`src/rtl/mem_ctrl_pkg.sv`:
```
// mem_ctrl_pkg: shared encodings for the byte-serial memory controller.
//   - state_t   : controller FSM states (also visible on the debug port)
//   - RW_* / LEN_*: request direction and length encodings of the LS unit
//   - len_bytes : byte count for an LSlen code (10 behaves like 11)
//   - byte_of / put_byte: little-endian byte lane select / insert
package mem_ctrl_pkg;

    typedef enum logic [1:0] {
        IDLE    = 2'd0,
        DATA_RD = 2'd1,
        DATA_WR = 2'd2,
        INST_RD = 2'd3
    } state_t;

    localparam logic       RW_READ  = 1'b0;
    localparam logic       RW_WRITE = 1'b1;

    localparam logic [1:0] LEN_BYTE = 2'b00;
    localparam logic [1:0] LEN_HALF = 2'b01;
    localparam logic [1:0] LEN_WORD = 2'b11;

    function automatic logic [2:0] len_bytes(input logic [1:0] len);
        case (len)
            LEN_BYTE: return 3'd1;
            LEN_HALF: return 3'd2;
            LEN_WORD: return 3'd4;
            default:  return 3'd4;
        endcase
    endfunction

    function automatic logic [7:0] byte_of(input logic [31:0] w, input logic [1:0] idx);
        case (idx)
            2'd0:    return w[7:0];
            2'd1:    return w[15:8];
            2'd2:    return w[23:16];
            default: return w[31:24];
        endcase
    endfunction

    function automatic logic [31:0] put_byte(input logic [31:0] w, input logic [1:0] idx,
                                             input logic [7:0] b);
        logic [31:0] r;
        r = w;
        case (idx)
            2'd0:    r[7:0]   = b;
            2'd1:    r[15:8]  = b;
            2'd2:    r[23:16] = b;
            default: r[31:24] = b;
        endcase
        return r;
    endfunction

endpackage

```
`src/rtl/mem_ctrl_if.sv`:
```
// mem_ctrl_if: request/response bundle between the load/store unit plus
// instruction fetch (master) and the memory controller (slave).
//   Data side : dataEn is a one-cycle request pulse carrying LSRW/dataAddr/
//               LSlen/Sdata; completion is the one-cycle LOutEn pulse with
//               Ldata. LSfree is low while a data request is held or running.
//   Fetch side: instEn/instAddr are held until the one-cycle instOutEn pulse
//               that returns inst.
//   There is no backpressure on dataEn: the requester must only pulse it
//   while LSfree is high or in the LOutEn cycle; other pulses are dropped.
interface mem_ctrl_if;
    logic        dataEn;
    logic        LSRW;
    logic [31:0] dataAddr;
    logic [1:0]  LSlen;
    logic [31:0] Sdata;
    logic        LOutEn;
    logic [31:0] Ldata;
    logic        LSfree;
    logic        instEn;
    logic [31:0] instAddr;
    logic        instOutEn;
    logic [31:0] inst;

    modport master (
        output dataEn, LSRW, dataAddr, LSlen, Sdata, instEn, instAddr,
        input  LOutEn, Ldata, LSfree, instOutEn, inst
    );

    modport slave (
        input  dataEn, LSRW, dataAddr, LSlen, Sdata, instEn, instAddr,
        output LOutEn, Ldata, LSfree, instOutEn, inst
    );
endinterface

```
`src/rtl/mem_ctrl.sv`:
```
// mem_ctrl: serialises one data request (1/2/4 bytes, read or write) and
// instruction-word fetches onto a byte-wide synchronous RAM (1-cycle read
// latency), assembling little-endian words.
// Ports:
//   clk, rst_n      clock, asynchronous active-low reset
//   bus (slave)     LS-unit and fetch request/response bundle
//   mem_a/mem_dout/mem_wr  registered RAM address, write byte, write strobe
//   mem_din         RAM read byte, valid the cycle after its address
//   dbg_state       current FSM state
module mem_ctrl
    import mem_ctrl_pkg::*;
#(
    parameter int ADDR_W = 17
) (
    input  logic              clk,
    input  logic              rst_n,
    mem_ctrl_if.slave         bus,
    output logic [ADDR_W-1:0] mem_a,
    output logic [7:0]        mem_dout,
    output logic              mem_wr,
    input  logic [7:0]        mem_din,
    output state_t            dbg_state
);

    state_t      state;
    logic        busy;        // a data request is pending or in flight
    logic        accept;
    logic        busy_next;
    logic        pend_valid;
    logic        pend_rw;
    logic [31:0] pend_addr;
    logic [1:0]  pend_len;
    logic [31:0] pend_sdata;
    logic [31:0] base;        // start address of the running transfer
    logic [2:0]  nbytes;
    logic [2:0]  cnt;         // edges since the transfer started
    logic [31:0] asm_q;
    logic [31:0] asm_next;
    logic [ADDR_W-1:0] cur_a;

    // A request in the LOutEn cycle is accepted: the old one retires at that edge.
    assign accept    = bus.dataEn && (!busy || bus.LOutEn);
    assign busy_next = accept ? 1'b1 : (bus.LOutEn ? 1'b0 : busy);
    // Full 32-bit sum then truncation, so the address wraps past the top.
    assign cur_a     = ADDR_W'(base + 32'(cnt));
    // The byte addressed at count c arrives on mem_din at count c+2.
    assign asm_next  = put_byte(asm_q, 2'(cnt - 3'd2), mem_din);
    assign dbg_state = state;

    always_ff @(posedge clk or negedge rst_n) begin
        if (!rst_n) begin
            state         <= IDLE;
            busy          <= 1'b0;
            pend_valid    <= 1'b0;
            pend_rw       <= 1'b0;
            pend_addr     <= '0;
            pend_len      <= '0;
            pend_sdata    <= '0;
            base          <= '0;
            nbytes        <= '0;
            cnt           <= '0;
            asm_q         <= '0;
            mem_a         <= '0;
            mem_dout      <= '0;
            mem_wr        <= 1'b0;
            bus.LOutEn    <= 1'b0;
            bus.Ldata     <= '0;
            bus.LSfree    <= 1'b0;
            bus.instOutEn <= 1'b0;
            bus.inst      <= '0;
        end else begin
            busy          <= busy_next;
            bus.LSfree    <= !busy_next;
            bus.LOutEn    <= 1'b0;
            bus.instOutEn <= 1'b0;
            mem_wr        <= 1'b0;

            case (state)
                IDLE: begin
                    if (pend_valid) begin
                        pend_valid <= 1'b0;
                        base       <= pend_addr;
                        nbytes     <= len_bytes(pend_len);
                        cnt        <= 3'd1;
                        asm_q      <= '0;
                        mem_a      <= ADDR_W'(pend_addr);
                        if (pend_rw == RW_WRITE) begin
                            state    <= DATA_WR;
                            mem_dout <= byte_of(pend_sdata, 2'd0);
                            mem_wr   <= 1'b1;
                        end else begin
                            state <= DATA_RD;
                        end
                    // A data request arriving now outranks a waiting fetch;
                    // the instOutEn guard stops a repeat of the fetch just served.
                    end else if (!accept && bus.instEn && !bus.instOutEn) begin
                        state  <= INST_RD;
                        base   <= bus.instAddr;
                        nbytes <= 3'd4;
                        cnt    <= 3'd1;
                        asm_q  <= '0;
                        mem_a  <= ADDR_W'(bus.instAddr);
                    end
                end

                DATA_RD, INST_RD: begin
                    cnt <= cnt + 3'd1;
                    if (cnt < nbytes) begin
                        mem_a <= cur_a;
                    end
                    if (cnt >= 3'd2) begin
                        asm_q <= asm_next;
                    end
                    if (cnt == nbytes + 3'd1) begin
                        state <= IDLE;
                        if (state == DATA_RD) begin
                            bus.LOutEn <= 1'b1;
                            bus.Ldata  <= asm_next;
                        end else begin
                            bus.instOutEn <= 1'b1;
                            bus.inst      <= asm_next;
                        end
                    end
                end

                DATA_WR: begin
                    cnt <= cnt + 3'd1;
                    if (cnt < nbytes) begin
                        mem_a    <= cur_a;
                        mem_dout <= byte_of(pend_sdata, cnt[1:0]);
                        mem_wr   <= 1'b1;
                    end else begin
                        state      <= IDLE;
                        bus.LOutEn <= 1'b1;
                        bus.Ldata  <= '0;
                    end
                end

                default: state <= IDLE;
            endcase

            if (accept) begin
                pend_valid <= 1'b1;
                pend_rw    <= bus.LSRW;
                pend_addr  <= bus.dataAddr;
                pend_len   <= bus.LSlen;
                pend_sdata <= bus.Sdata;
            end
        end
    end

endmodule
```
`src/flat_wrapper.sv`:
```
// flat-port wrapper written by rule: the top's interface ports become plain ports
module mem_ctrl_flat import mem_ctrl_pkg::*;
#(
    parameter int ADDR_W = 17
)
  (clk, rst_n, mem_a, mem_dout, mem_wr, mem_din, dbg_state, bus_dataEn, bus_LSRW, bus_dataAddr, bus_LSlen, bus_Sdata, bus_instEn, bus_instAddr, bus_LOutEn, bus_Ldata, bus_LSfree, bus_instOutEn, bus_inst);
  mem_ctrl_if bus_i ();
  input  logic clk;
  input  logic rst_n;
  output logic [ADDR_W-1:0] mem_a;
  output logic [7:0] mem_dout;
  output logic mem_wr;
  input  logic [7:0] mem_din;
  output state_t dbg_state;
  input wire logic [$bits(bus_i.dataEn)-1:0] bus_dataEn;
  input wire logic [$bits(bus_i.LSRW)-1:0] bus_LSRW;
  input wire logic [$bits(bus_i.dataAddr)-1:0] bus_dataAddr;
  input wire logic [$bits(bus_i.LSlen)-1:0] bus_LSlen;
  input wire logic [$bits(bus_i.Sdata)-1:0] bus_Sdata;
  input wire logic [$bits(bus_i.instEn)-1:0] bus_instEn;
  input wire logic [$bits(bus_i.instAddr)-1:0] bus_instAddr;
  output wire logic [$bits(bus_i.LOutEn)-1:0] bus_LOutEn;
  output wire logic [$bits(bus_i.Ldata)-1:0] bus_Ldata;
  output wire logic [$bits(bus_i.LSfree)-1:0] bus_LSfree;
  output wire logic [$bits(bus_i.instOutEn)-1:0] bus_instOutEn;
  output wire logic [$bits(bus_i.inst)-1:0] bus_inst;
  assign bus_i.dataEn = bus_dataEn;
  assign bus_i.LSRW = bus_LSRW;
  assign bus_i.dataAddr = bus_dataAddr;
  assign bus_i.LSlen = bus_LSlen;
  assign bus_i.Sdata = bus_Sdata;
  assign bus_i.instEn = bus_instEn;
  assign bus_i.instAddr = bus_instAddr;
  assign bus_LOutEn = bus_i.LOutEn;
  assign bus_Ldata = bus_i.Ldata;
  assign bus_LSfree = bus_i.LSfree;
  assign bus_instOutEn = bus_i.instOutEn;
  assign bus_inst = bus_i.inst;
  mem_ctrl #(.ADDR_W(ADDR_W)) u_core (.clk(clk), .rst_n(rst_n), .bus(bus_i), .mem_a(mem_a), .mem_dout(mem_dout), .mem_wr(mem_wr), .mem_din(mem_din), .dbg_state(dbg_state));
endmodule
```
`config.mk`:
```
export PLATFORM = sky130hd
export DESIGN_NAME = mem_ctrl_flat
export DESIGN_NICKNAME = d
export VERILOG_FILES = /design/src/rtl/mem_ctrl_pkg.sv /design/src/rtl/mem_ctrl_if.sv /design/src/rtl/mem_ctrl.sv /design/src/flat_wrapper.sv
export SDC_FILE = /design/constraint.sdc
export NUM_CORES = 1
export LEC_CHECK = 0
export BUFFER_PORTS_ARGS = -buffer_cell sky130_fd_sc_hd__buf_4
export CORE_MARGIN = 2
export CORE_UTILIZATION = 50
export DETAILED_ROUTE_END_ITERATION = 16
export HOLD_SLACK_MARGIN = 0.1
export PLACE_DENSITY = 0.74
export SLEW_MARGIN = 0
export SYNTH_ARGS = -nofsm -noshare
export SYNTH_HDL_FRONTEND = slang
export SYNTH_SLANG_ARGS = --single-unit
```
`constraint.sdc`:
```
create_clock -name clk -period 5.1 [get_ports clk]
set_input_delay 0 -clock clk [delete_from_list [all_inputs] [get_ports clk]]
set_output_delay 0 -clock clk [all_outputs]
set_load 0.01 [all_outputs]
```
**Word-level counts from Yosys, hierarchy flattened**

Index checks and enable logic that the tools add are counted.

- Output and inout bits: 95
- Word-level logic and storage cells: 121
- Register bits: 204

- Add/sub/neg operators: 4
- Bitwise logic cells: 1
- Magnitude comparators: 2
- Multiplexer cells: 50
- Eq/ne operators: 18
- Reduce and logical (&&, ||, !) cells: 27

Operators by type and width:

| cell | count |
|---|---|
| $mux W32 | 6 |
| $pmux W32 S2 | 2 |
| $mux W17 | 5 |
| $mux W8 | 7 |
| $pmux W17 S2 | 1 |
| $pmux W8 S3 | 1 |
| $add A17 B3 Y17 | 1 |
| $pmux W8 S2 | 1 |
| $ne A2 B1 Y1 const B | 7 |
| $mux W1 | 13 |
| $mux W3 | 4 |
| $pmux W3 S2 | 2 |
| $mux W2 | 5 |
| $reduce_bool A2 Y1 | 5 |
| $reduce_and A3 Y1 | 3 |
| $eq A2 B1 Y1 const B | 4 |
| $eq A2 B2 Y1 const B | 4 |
| $logic_not A2 Y1 | 4 |
| $reduce_and A4 Y1 | 2 |
| $add A3 B1 Y3 const B | 2 |
| $pmux W2 S3 | 1 |
| $reduce_or A3 Y1 | 2 |
| $logic_not A1 Y1 | 4 |
| $pmux W1 S2 | 2 |
| 11 further kinds | 14 |

**Depth between registers and ports, before layout**

Gate-level depths: netlist of the first run.

- Depth after elaboration: 9
- Gate-level depth with buffers: 8
- Gate-level depth less buffers: 6

**Worst setup path before layout of the first run**

OpenSTA, ideal clock, no wires.

- Path kind: register to register
- Start: reg u_core.state[0], in the netlist u_core.dbg_state[0]
- End: reg u_core.mem_a[2]
- Buffers on the path: 2
- Path slack: 2.995 ns
- Setup time: 0.128 ns
- Cell stages (with the launch flop): 9
- Data arrival time: 1.977 ns
- Data required time: 4.972 ns
- Cells stage by stage: dfrtp_1 inv_1 ha_1 inv_1 and3_1 buf_2 nor2_1 buf_2 mux2_1

- Cells in the longest elaborated chain, start to end: 4
- Elaborated cells between the ends (all ways): 9
- Classes of those cells: eq/ne (5); mux (1); reduce/logical (3)

Ends and longest elaborated chain:

| element | line | RTL |
|---|---|---|
| start, declared | mem_ctrl.sv:25 | `state_t state;` |
| start signal, assigned | mem_ctrl.sv:52 | `state <= IDLE;` |
| start signal, assigned | mem_ctrl.sv:88 | `state <= DATA_WR;` |
| start signal, assigned | mem_ctrl.sv:92 | `state <= DATA_RD;` |
| $eq A2 B2 Y1 (tied with other cells) | mem_ctrl.sv:78 | `case (state)` |
| $reduce_or A3 Y1 (no source line) | - |  |
| $ne A2 B1 Y1 (no source line) | - |  |
| $reduce_and A2 Y1 (no source line) | - |  |
| end signal, assigned | mem_ctrl.sv:86 | `mem_a <= ADDR_W'(pend_addr);` |
| end signal, assigned | mem_ctrl.sv:102 | `mem_a <= ADDR_W'(bus.instAddr);` |
| end signal, assigned | mem_ctrl.sv:109 | `mem_a <= cur_a;` |
| end, declared | mem_ctrl.sv:18 | `output logic [ADDR_W-1:0] mem_a,` |

Several ways; a longest one is shown, not always the timed one.
A chain may end at the register's enable or synchronous reset.

**Worst setup path after layout of the first run**

- Start: reg u_core.state[0], in the netlist u_core.dbg_state[0]
- End: reg u_core.mem_a[0]

The elaborated chain is that of the path after synthesis.

==> metrics.csv, run 1 <==
stage;metric;value;unit
logic_synthesis;synthesis.area;9630;um^2
timing;slew_headroom;0.291;
global_route;globalRouteOverflowTotal;0;
timing;period_needed;3.08;ns
timing;rsz0062_at_grt;false;
logic_synthesis;async_reset_ff_frac;1.00;
global_route;grt_start_max_net_pins;122;
logic_synthesis;ys_seq_elements;204;
setup_path;cp-start-kind;flop;
logic_synthesis;synth.top_cells.by_area;dfrtp_1, mux2_2, mux2i_1;
logic_synthesis;synth_ff_type;dfrtp_1;
setup_path;worstPathArrival;3.46;ns
final_layout;regArea;5100;um^2
detailed_routing;num_vias;7179;
logic_synthesis;synth_edf_count;0;
detailed_routing;drtIter0Drc;407;
detailed_routing;routed_via_density;5.56;
outcome;status;finished, final reports clean;
timing;period_share;0.603;
detailed_routing;post_drt_wl_per_cell;19.0;um
floorplanning;die_width;143;um
clock_network;cts_tree;built;
global_route;grt_usage;0.242;
placed_design;dp.cells;1171;
logic_synthesis;syn_area_per_cell;12.3;um^2
min_path;hold_path_class;input pin to async pin;
setup_path;cp_max_fo;33;
clock_network;insertion_delay;0.50;ns
clock_network;htreeDepth;1;
floorplanning;start_util;0.512;
timing;hold_viol_final;0;
final_layout;stdcell_area;12600;um^2
pwr;p_sw;3.26;mW
setup_path;cp-end-kind;flop;
floorplanning;top_level_ports;206;
placed_design;io_buffers;175;
final_layout;fillCellCount;1385;
global_route;grt_pass1_vias;7277;
setup_path;rrSetupSlack;2.02;ns
clock_network;clk_pin_slew_worst_paths;0.06;ns
floorplanning;std_cell_rows;50;
timing;fin_tns_setup;0;ns
logic_synthesis;ys_warn_count;0;
timing;setup_viol;0;
pwr;power.density;655;nW/um^2
global_route;grt_first_pass_wirelength;39100;um
timing;final_max_slew_viol_count;0;
pwr;p_seq_frac;0.343;
pwr;p_comb_frac;0.459;
pwr;p_leak;5.71;nW
logic_synthesis;yosysSeqAreaShare;0.530;
final_layout;final_cell_count_no_fill;1291;
final_layout;multi_input_area;4200;um^2
timing;max_freq;0.325;GHz
logic_synthesis;yosysTopAreaCell;dfrtp_1;
placed_design;hpwl;15100;um
job;max-cap-violations;0;
clock_network;cts_made_buffers;22;
logic_synthesis;synth_most_common_cell;dfrtp_1;
timing;tightest_slew;1.06;ns
pwr;finalPower;8.26;mW
final_layout;drive_above_1_share;0.332;
floorplanning;die_area;20400;um^2
pwr;internal_power;5.01;mW
clock_network;cts_buffer_depth;3;
floorplanning;die_height;143;um
timing;finClkSkew;0.00860;ns
logic_synthesis;synthDistinctLibCells;62;
logic_synthesis;syn_inst;783;
logic_synthesis;synth_top_area_frac;0.530;
floorplanning;core_area;18800;um^2
logic_synthesis;syn_nets;912;
setup_path;path_class;flop to flop;
detailed_routing;ant_nets;0;
pwr;swShare;0.394;
detailed_routing;finalWirelength;24500;um
clock_network;cts_root_buf;clkbuf_16;
detailed_routing;first_pass_iters;5;
clock_network;numClockSinks;204;
final_layout;syn2layout_area_growth;30.9;%
pwr;clockPowerShare;0.198;
logic_synthesis;synth_commonest_cells;dfrtp_1, mux2_2, mux2i_1;
final_layout;finalNetCount;1143;
pwr;irDropWorstVdd;0.312;mV
setup_path;required;5.48;ns
detailed_routing;drc;0;
placed_design;place.gp.congestion;0.811;
global_route;antenna_found_initial;0;
placed_design;placement.cell_area;11100;um^2
## state kept, by name, indices dropped and copies added, names as in the netlist
name,count
u_core.bus.LSfree,1
u_core.mem_a,17
u_core.asm_q,32
u_core.pend_rw,1
u_core.pend_len,2
u_core.base,17
u_core.mem_dout,8
u_core.busy,1
u_core.bus.instOutEn,1
u_core.nbytes,3
u_core.mem_wr,1
u_core.pend_addr,17
u_core.cnt,3
u_core.bus.LOutEn,1
u_core.pend_sdata,32
u_core.bus.Ldata,32
u_core.dbg_state,2
u_core.bus.inst,32
u_core.pend_valid,1
## cell type report
type,count,share of cell area
repair buffers,263,0.174
diodes,1,0.000198
multi-input cells,512,0.333
clock buffers,31,0.0512
inverters,11,0.00327
flip-flops and latches,204,0.405
well taps,260,0.0258
clock inverters,9,0.00774
## power by group through the flow
stage / Sequential (mW) / Clock, mW / Combinational, mW
floorplan: 2.84 / 0 / 2.60
global placement: 2.81 / 0 / 3.68
detailed placement: 2.83 / 0 / 3.76
CTS: 2.82 / 1.66 / 3.82
global route: 2.92 / 1.73 / 4.14
finish: 2.83 / 1.63 / 3.80
## layout by cell type (no fill, tap or decap), types with 8 or more instances in the layout
cell type	synthesis	routed
dfrtp_1	204	204
buf_4	4	182
dlygate4sd3_1	0	79
mux2_2	77	77
mux2i_1	48	48
nand2_1	45	45
a21oi_1	44	44
nor2_1	45	44
a31oi_1	32	32
o2bb2ai_2	30	30
o21ai_0	25	25
clkbuf_16	0	23
mux2_1	20	20
ha_1	17	16
a21o_1	15	15
nand3_1	14	14
inv_1	11	11
a221oi_1	8	8
## through the flow
stage / hold slack, ns / util / setup slack, ns
after floorplan: -0.296 / - / 3.00
after global placement: 0.0790 / 0.588 / 2.00
after detailed placement: 0.0843 / 0.588 / 1.99
after CTS: 0.117 / 0.670 / 1.99
after global routing: 0.144 / 0.670 / 1.78
final: 0.0658 / 0.670 / 2.02
## logic make-up (layout without fill, tap and decap cells)
logic type	Yosys count	count (layout)	synth area share
buffers and inverters	67	314	0.0353
AOI/OAI and AO/OA	200	200	0.168
DFF	204	204	0.530
adders and majority gates	18	18	0.0242
xor gates and xnor gates	10	10	0.0108
muxes	145	145	0.163
other	0	1	0
and+or+nand+nor	139	139	0.0688
## worst max-delay path, cell delays in order (launching register included)
cell and delay, ns:
dfrtp_1 0.43, inv_1 0.18, ha_1 0.17, buf_4 0.34
inv_1 0.31, and3_1 0.35, nor2_1 0.74, mux2_2 0.42
## worst paths after layout
| check | from | endpoint | cells past startpoint |
|---|---|---|---|
| worst max-delay path | u_core.dbg_state[0] | u_core.mem_a[0] | 7 |
| worst min-delay path | rst_n | u_core.mem_a[8] | 2 |
| worst max register to register | u_core.dbg_state[0] | u_core.mem_a[0] | 7 |
| worst min register to register | u_core.base[2] | u_core.base[2] | 2 |
| max in group asynchronous | rst_n | u_core.bus.Ldata[11] | 3 |
| min in group clk | bus_dataAddr[6] | u_core.pend_addr[6] | 3 |
## metal layers
layer | vias up | GRT usage | part of all wire
met3 | 50 | 0.0419 | 0.051
met2 | 200 | 0.403 | 0.49
met1 | 3581 | 0.323 | 0.43
li1 | 3348 | - | -
met4 | 0 | 0.0813 | 0.027
met5 | - | 0 | 0
## what timing repair did
action / in CTS / in global routing
resized for setup: 0 / 0
hold endpoints to repair: 268 / 0
buffers inserted: 0 / 0
hold buffers: 79 / 0
Power figures use the tool's default switching activity.
==> run 2, diff against run 1 <==
- PLACE_DENSITY: 0.74 -> 0.77
- clock period: 5.1 -> 2.6 ns (I/O delays scaled with it)
==> metrics.csv, run 2 (synthesis results as in run 1) <==
stage;metric;value;unit;change
outcome;status;finished, final reports clean;;unchanged
timing;finalHoldWorstSlack;0.121;ns;was 0.0658 ns
global_route;globalRouteOverflowTotal;0;;unchanged
timing;max_freq;0.437;GHz;was 0.325 GHz
pwr;swShare;0.391;;was 0.394
final_layout;final_util;0.682;;was 0.670
setup_path;cp-end-kind;flop;;unchanged
clock_network;numClockSinks;204;;unchanged
pwr;irDropWorstVdd;0.818;mV;was 0.312 mV
timing;tightest_slew;0.753;ns;was 1.06 ns
setup_path;cp_max_fo;32;;was 33
timing;period_needed;2.29;ns;was 3.08 ns
placed_design;hpwl;15600;um;was 15100 um
job;max-cap-violations;0;;unchanged
clock_network;htreeDepth;1;;unchanged
global_route;grt_start_max_net_pins;93;;was 122
setup_path;cp-start-kind;flop;;unchanged
detailed_routing;num_vias;7392;;was 7179
min_path;hold_path_class;input pin to async pin;;unchanged
timing;rsz0062_at_grt;false;;unchanged
timing;period_share;0.881;;was 0.603
timing;slew_headroom;0.498;;was 0.291
final_layout;final_cell_mix;dfrtp_1, buf_4, dlygate4sd3_1;;unchanged
global_route;grt_usage;0.248;;was 0.242
placed_design;place.gp.congestion;0.838;;was 0.811
final_layout;drive_above_1_share;0.346;;was 0.332
detailed_routing;finalWirelength;25500;um;was 24500 um
global_route;antenna_found_initial;0;;unchanged
pwr;p_leak;5.84;nW;was 5.71 nW
detailed_routing;ant_nets;0;;unchanged
detailed_routing;post_drt_wl_per_cell;19.4;um;was 19.0 um
pwr;clockPowerShare;0.195;;was 0.198
timing;final_max_slew_viol_count;0;;unchanged
pwr;p_seq_frac;0.331;;was 0.343
setup_path;path_class;flop to flop;;unchanged
final_layout;finalNetCount;1167;;was 1143
final_layout;mostFrequentLayoutCell;dfrtp_1;;unchanged
timing;setup_ws;0.309;ns;was 2.02 ns
detailed_routing;drtIter0Drc;349;;was 407
clock_network;post-cts-setup-buffers;0;;unchanged
floorplanning;start_util;0.512;;unchanged
global_route;grt_first_pass_wirelength;40000;um;was 39100 um
final_layout;syn2layout_area_growth;33.3;%;was 30.9%
floorplanning;std_cell_rows;50;;unchanged
timing;finClkSkew;0.00909;ns;was 0.00860 ns
clock_network;clk_pin_slew_worst_paths;0.06;ns;about the same
timing;hold_viol_final;0;;unchanged
floorplanning;die_area;20400;um^2;unchanged
pwr;p_sw;6.55;mW;was 3.26 mW
clock_network;cts_tree;built;;unchanged
detailed_routing;first_pass_iters;4;;was 5
clock_network;insertion_delay;0.50;ns;about the same
placed_design;io_buffers;175;;unchanged
pwr;internal_power;10.2;mW;was 5.01 mW
clock_network;cts_made_buffers;22;;unchanged
floorplanning;core_area;18800;um^2;unchanged
pwr;power.density;1300;nW/um^2;was 655 nW/um^2
floorplanning;top_level_ports;206;;unchanged
floorplanning;die_width;143;um;unchanged
timing;setup_viol;0;;unchanged
detailed_routing;routed_via_density;5.63;;was 5.56
detailed_routing;drc;0;;unchanged
clock_network;cts_buffer_depth;3;;unchanged
floorplanning;die_height;143;um;unchanged
setup_path;required;2.95;ns;was 5.48 ns
global_route;grt_pass1_vias;7449;;was 7277
pwr;p_comb_frac;0.474;;was 0.459
setup_path;worstPathArrival;2.64;ns;was 3.46 ns
clock_network;cts_root_buf;clkbuf_16;;unchanged
timing;fin_tns_setup;0;ns;unchanged
placed_design;pre_cts_ws;0.315;ns;was 1.99 ns
==> run 2: critical path, cell delays in order, from the launching register on <==
cell,delay [ns]
dfrtp_1,0.41
ha_1,0.21
xor3_2,0.44
o32ai_4,0.43
nand3_4,0.10
buf_4,0.32
o2bb2ai_1,0.20
==> run 2: path summary, 6_finish.rpt <==
check / from / endpoint / slack, ns / depth (start not counted)
hold reg to reg: u_core.asm_q[22] / u_core.asm_q[22] / 0.48 / 1
min in group clk: bus_instEn / u_core.mem_a[12] / 0.22 / 5
setup reg to reg: u_core.nbytes[0] / u_core.bus.Ldata[26] / 0.31 / 6
max in group asynchronous: rst_n / u_core.bus.Ldata[23] / 1.65 / 3
setup / recovery: u_core.nbytes[0] / u_core.bus.Ldata[26] / 0.31 / 6
hold / removal: rst_n / u_core.mem_a[8] / 0.12 / 2
==> run 2: stage by stage <==
stage | power [mW] | area (um^2) | std cells
CTS | 16.8 | 12800 | 1313
floorplan | 10.7 | 9630 | 783
global placement | 13.1 | 11300 | 1195
detailed placement | 13.3 | 11300 | 1195
global route | 17.7 | 12800 | 1313
finish | 16.7 | 12800 | 1314
==> run 2: power groups by stage <==
stage          clock [mW]  combinational, mW  sequential (mW)
5_1_grt              3.43               8.60             5.69
3_3_place_gp            0               7.60             5.48
3_5_place_dp            0               7.80             5.53
6_report             3.26               7.94             5.55
2_1_floorplan           0               5.10             5.58
4_1_cts              3.31               7.97             5.51
==> run 2: what timing repair did <==
action / in CTS / in global routing
resized for setup: 0 / 0
hold endpoints to repair: 278 / 0
hold buffers: 79 / 0
==> run 2: routing by layer <==
metal,track usage,routed length [um]
met1,0.327,11000
met2,0.428,12600
met3,0.0436,1340
met4,0.0604,522
met5,0,0
==> run 2: final cells by class <==
cell class	instances	area, um^2
antenna	1	2.50
clock buffer	35	691
clock inverter	4	70.1
fill	1315	5980
inverter	11	41.3
multi-input combinational	512	4200
sequential	204	5100
tap	260	325
timing repair buffer	287	2410
==> run 3, diff against run 2 <==
--- a/config.mk
+++ b/config.mk
@@ -11,5 +11,5 @@
 export DETAILED_ROUTE_END_ITERATION = 16
 export HOLD_SLACK_MARGIN = 0.1
-export PLACE_DENSITY = 0.77
+export PLACE_DENSITY = 0.74
 export SLEW_MARGIN = 0
 export SYNTH_ARGS = -nofsm -noshare
==> constraint.sdc (replaced) <==
create_clock -name clk -period 2.71 [get_ports clk]
set_input_delay 0.1355 -clock clk [delete_from_list [all_inputs] [get_ports clk]]
set_output_delay 0.1355 -clock clk [all_outputs]
set_load 0.01 [all_outputs]
==> metrics.csv, run 3 (synthesis results as in run 1) <==
stage;metric;value;unit;change
setup_path;crit_top_cell;buf_4;;
timing;rsz0062_at_grt;false;;unchanged
setup_path;path_class;flop to flop;;unchanged
setup_path;r2r_start;u_core.nbytes[0];;unchanged
job;max-cap-violations;0;;unchanged
setup_path;crit_buf_inv;2;;was 1
detailed_routing;first_pass_iters;5;;was 4
setup_path;r2r_cells;7;;was 6
clock_network;clk_pin_slew_worst_paths;0.06;ns;about the same
timing;hold_viol_final;0;;unchanged
detailed_routing;dr_wl_met2;12200;um;was 12600 um
floorplanning;die_width;143;um;unchanged
setup_path;slowest_delay;0.44;ns;about the same
detailed_routing;drc;0;;unchanged
pwr;irDropWorstVdd;0.551;mV;was 0.818 mV
min_path;hold_path_class;input pin to flop;;was input pin to async pin
final_layout;mostFrequentLayoutCell;dfrtp_1;;unchanged
setup_path;cp-end-kind;flop;;unchanged
final_layout;drive_above_1_share;0.344;;was 0.346
global_route;globalRouteOverflowTotal;0;;unchanged
placed_design;place.gp.congestion;0.803;;was 0.838
global_route;grt_usage;0.245;;was 0.248
detailed_routing;routed_via_density;5.64;;was 5.63
pwr;p_leak;5.81;nW;was 5.84 nW
setup_path;crit_family;compound AO/OA/AOI/OAI gates;;unchanged
timing;final_max_slew_viol_count;0;;unchanged
placed_design;hpwl;16000;um;was 15600 um
setup_path;rrSetupSlack;0.34;ns;was 0.31 ns
clock_network;insertion_delay;0.50;ns;about the same
clock_network;cts_made_buffers;22;;unchanged
final_layout;stdcell_area;12800;um^2;about the same
placed_design;placement.cell_area;11300;um^2;about the same
timing;fin_tns_setup;0;ns;unchanged
detailed_routing;drtIter0Drc;465;;was 349
min_path;worst_hold_path.num_cells;4;;
timing;slew_headroom;0.493;;was 0.498
final_layout;final_cell_mix;dfrtp_1, buf_4, dlygate4sd3_1;;unchanged
outcome;status;finished, final reports clean;;unchanged
setup_path;path_cells;ha_1 -> xor3_2 -> o32ai_4 -> buf_4 -> nand3_4 -> buf_4 -> o2bb2ai_1;;was ha_1 -> xor3_2 -> o32ai_4 -> nand3_4 -> buf_4 -> o2bb2ai_1
clock_network;htreeDepth;1;;unchanged
global_route;grt_start_max_net_pins;75;;was 93
detailed_routing;ant_nets;0;;unchanged
final_layout;fillCellCount;1375;;was 1315
floorplanning;start_util;0.512;;unchanged
floorplanning;die_height;143;um;unchanged
floorplanning;die_area;20400;um^2;unchanged
global_route;antenna_found_initial;1;;was 0
global_route;grt_first_pass_wirelength;39400;um;was 40000 um
detailed_routing;m1WireLength;10700;um;was 11000 um
clock_network;cts_root_buf;clkbuf_16;;unchanged
timing;max_freq;0.422;GHz;was 0.437 GHz
floorplanning;core_area;18800;um^2;unchanged
global_route;grt_pass1_vias;7351;;was 7449
min_path;min_to;u_core.base[10];;
clock_network;cts_buffer_depth;3;;unchanged
timing;period_share;0.875;;was 0.881
clock_network;numClockSinks;204;;unchanged
floorplanning;std_cell_rows;50;;unchanged
setup_path;required;3.12;ns;was 2.95 ns
setup_path;cp_max_fo;32;;unchanged
floorplanning;top_level_ports;206;;unchanged
timing;setup_viol;0;;unchanged
setup_path;r2r-end;u_core.bus.Ldata[27];;was u_core.bus.Ldata[26]
final_layout;final_cell_count_no_fill;1309;;was 1314
clock_network;cts_tree;built;;unchanged
detailed_routing;topRoutingLayerUsed;met4;;unchanged
setup_path;worstPathArrival;2.78;ns;was 2.64 ns
final_layout;finalNetCount;1163;;was 1167
timing;finClkSkew;0.0126;ns;was 0.00909 ns
placed_design;dp.cells;1192;;was 1195
clock_network;post-cts-setup-buffers;0;;unchanged
detailed_routing;dr_wl_met3;1340;um;about the same
placed_design;io_buffers;175;;unchanged
setup_path;cp-start-kind;flop;;unchanged
timing;tightest_slew;0.760;ns;was 0.753 ns
timing;period_needed;2.37;ns;was 2.29 ns
min_path;hp-start;bus_instAddr[10];;
setup_path;slowest_stage;xor3_2;;unchanged
detailed_routing;finalWirelength;25000;um;was 25500 um
pwr;power.density;1230;nW/um^2;was 1300 nW/um^2
detailed_routing;num_vias;7381;;was 7392
clock_network;cts_resized;0;;unchanged
final_layout;syn2layout_area_growth;32.7;%;was 33.3%
detailed_routing;post_drt_wl_per_cell;19.1;um;was 19.4 um
run 3: cell types whose count changed in the layout (fill, tap and decap cells not counted):
cell,before,now
clkinv_8,0,1
clkbuf_8,8,6
bufinv_16,2,0
dlygate4sd3_1,79,78
clkinv_2,2,4
buf_4,203,198
clkbuf_1,5,4
inv_6,0,1
buf_12,4,6
run 3: how the worst max path moves through the flow:
stage,startpoint,end,slack [ns],depth (start not counted)
3_5_place_dp,u_core.nbytes[0],u_core.bus.Ldata[27],0.36,7
6_report,u_core.nbytes[0],u_core.bus.Ldata[27],0.34,7
4_1_cts,u_core.nbytes[0],u_core.bus.Ldata[27],0.32,7
3_3_place_gp,u_core.cnt[1],u_core.mem_dout[3],0.42,5
2_1_floorplan,u_core.dbg_state[0],u_core.mem_a[2],0.61,8
5_1_grt,u_core.cnt[1],u_core.mem_dout[6],0.21,5
run 3: where the power goes:
part	switching [mW]	internal, mW
combinational	4.08	3.46
sequential	0.927	4.38
clock	1.21	1.69
run 3: worst register-to-register path, cell delays in order (launching register included):
cell and delay, ns:
dfrtp_1 0.41, ha_1 0.22, xor3_2 0.44, o32ai_4 0.36, buf_4 0.21, nand3_4 0.07
buf_4 0.33, o2bb2ai_1 0.26
run 3: metrics by stage:
stage | total power [mW] | utilization | hold slack, ns | setup WS, ns
floorplan | 10.2 | - | -0.160 | 0.605
global placement | 12.6 | 0.600 | 0.206 | 0.418
detailed placement | 12.8 | 0.600 | 0.206 | 0.359
CTS | 15.8 | 0.679 | 0.104 | 0.325
global route | 16.8 | 0.679 | 0.130 | 0.210
finish | 15.8 | 0.679 | 0.135 | 0.340
run 3: repair_timing:
item	4_1_cts	5_1_grt
hold buffers	78	0
endpoints found under the setup margin	0	0
hold endpoints to repair	181	0
run 3: area by class of cell:
cell class / count / area [um^2] / share of cell area
diodes: 1 / 2.50 / 0.000196
repair buffers: 283 / 2400 / 0.188
inverters: 11 / 41.3 / 0.00323
flip-flops and latches: 204 / 5100 / 0.399
multi-input cells: 512 / 4200 / 0.329
clock buffers: 32 / 659 / 0.0516
well taps: 260 / 325 / 0.0255
clock inverters: 6 / 45.0 / 0.00352
run 3: layer usage:
layer | vias to the layer above | global-route usage
met5 | - | 0
met4 | 0 | 0.0844
met3 | 56 | 0.0389
met2 | 245 | 0.409
met1 | 3693 | 0.327
li1 | 3387 | -
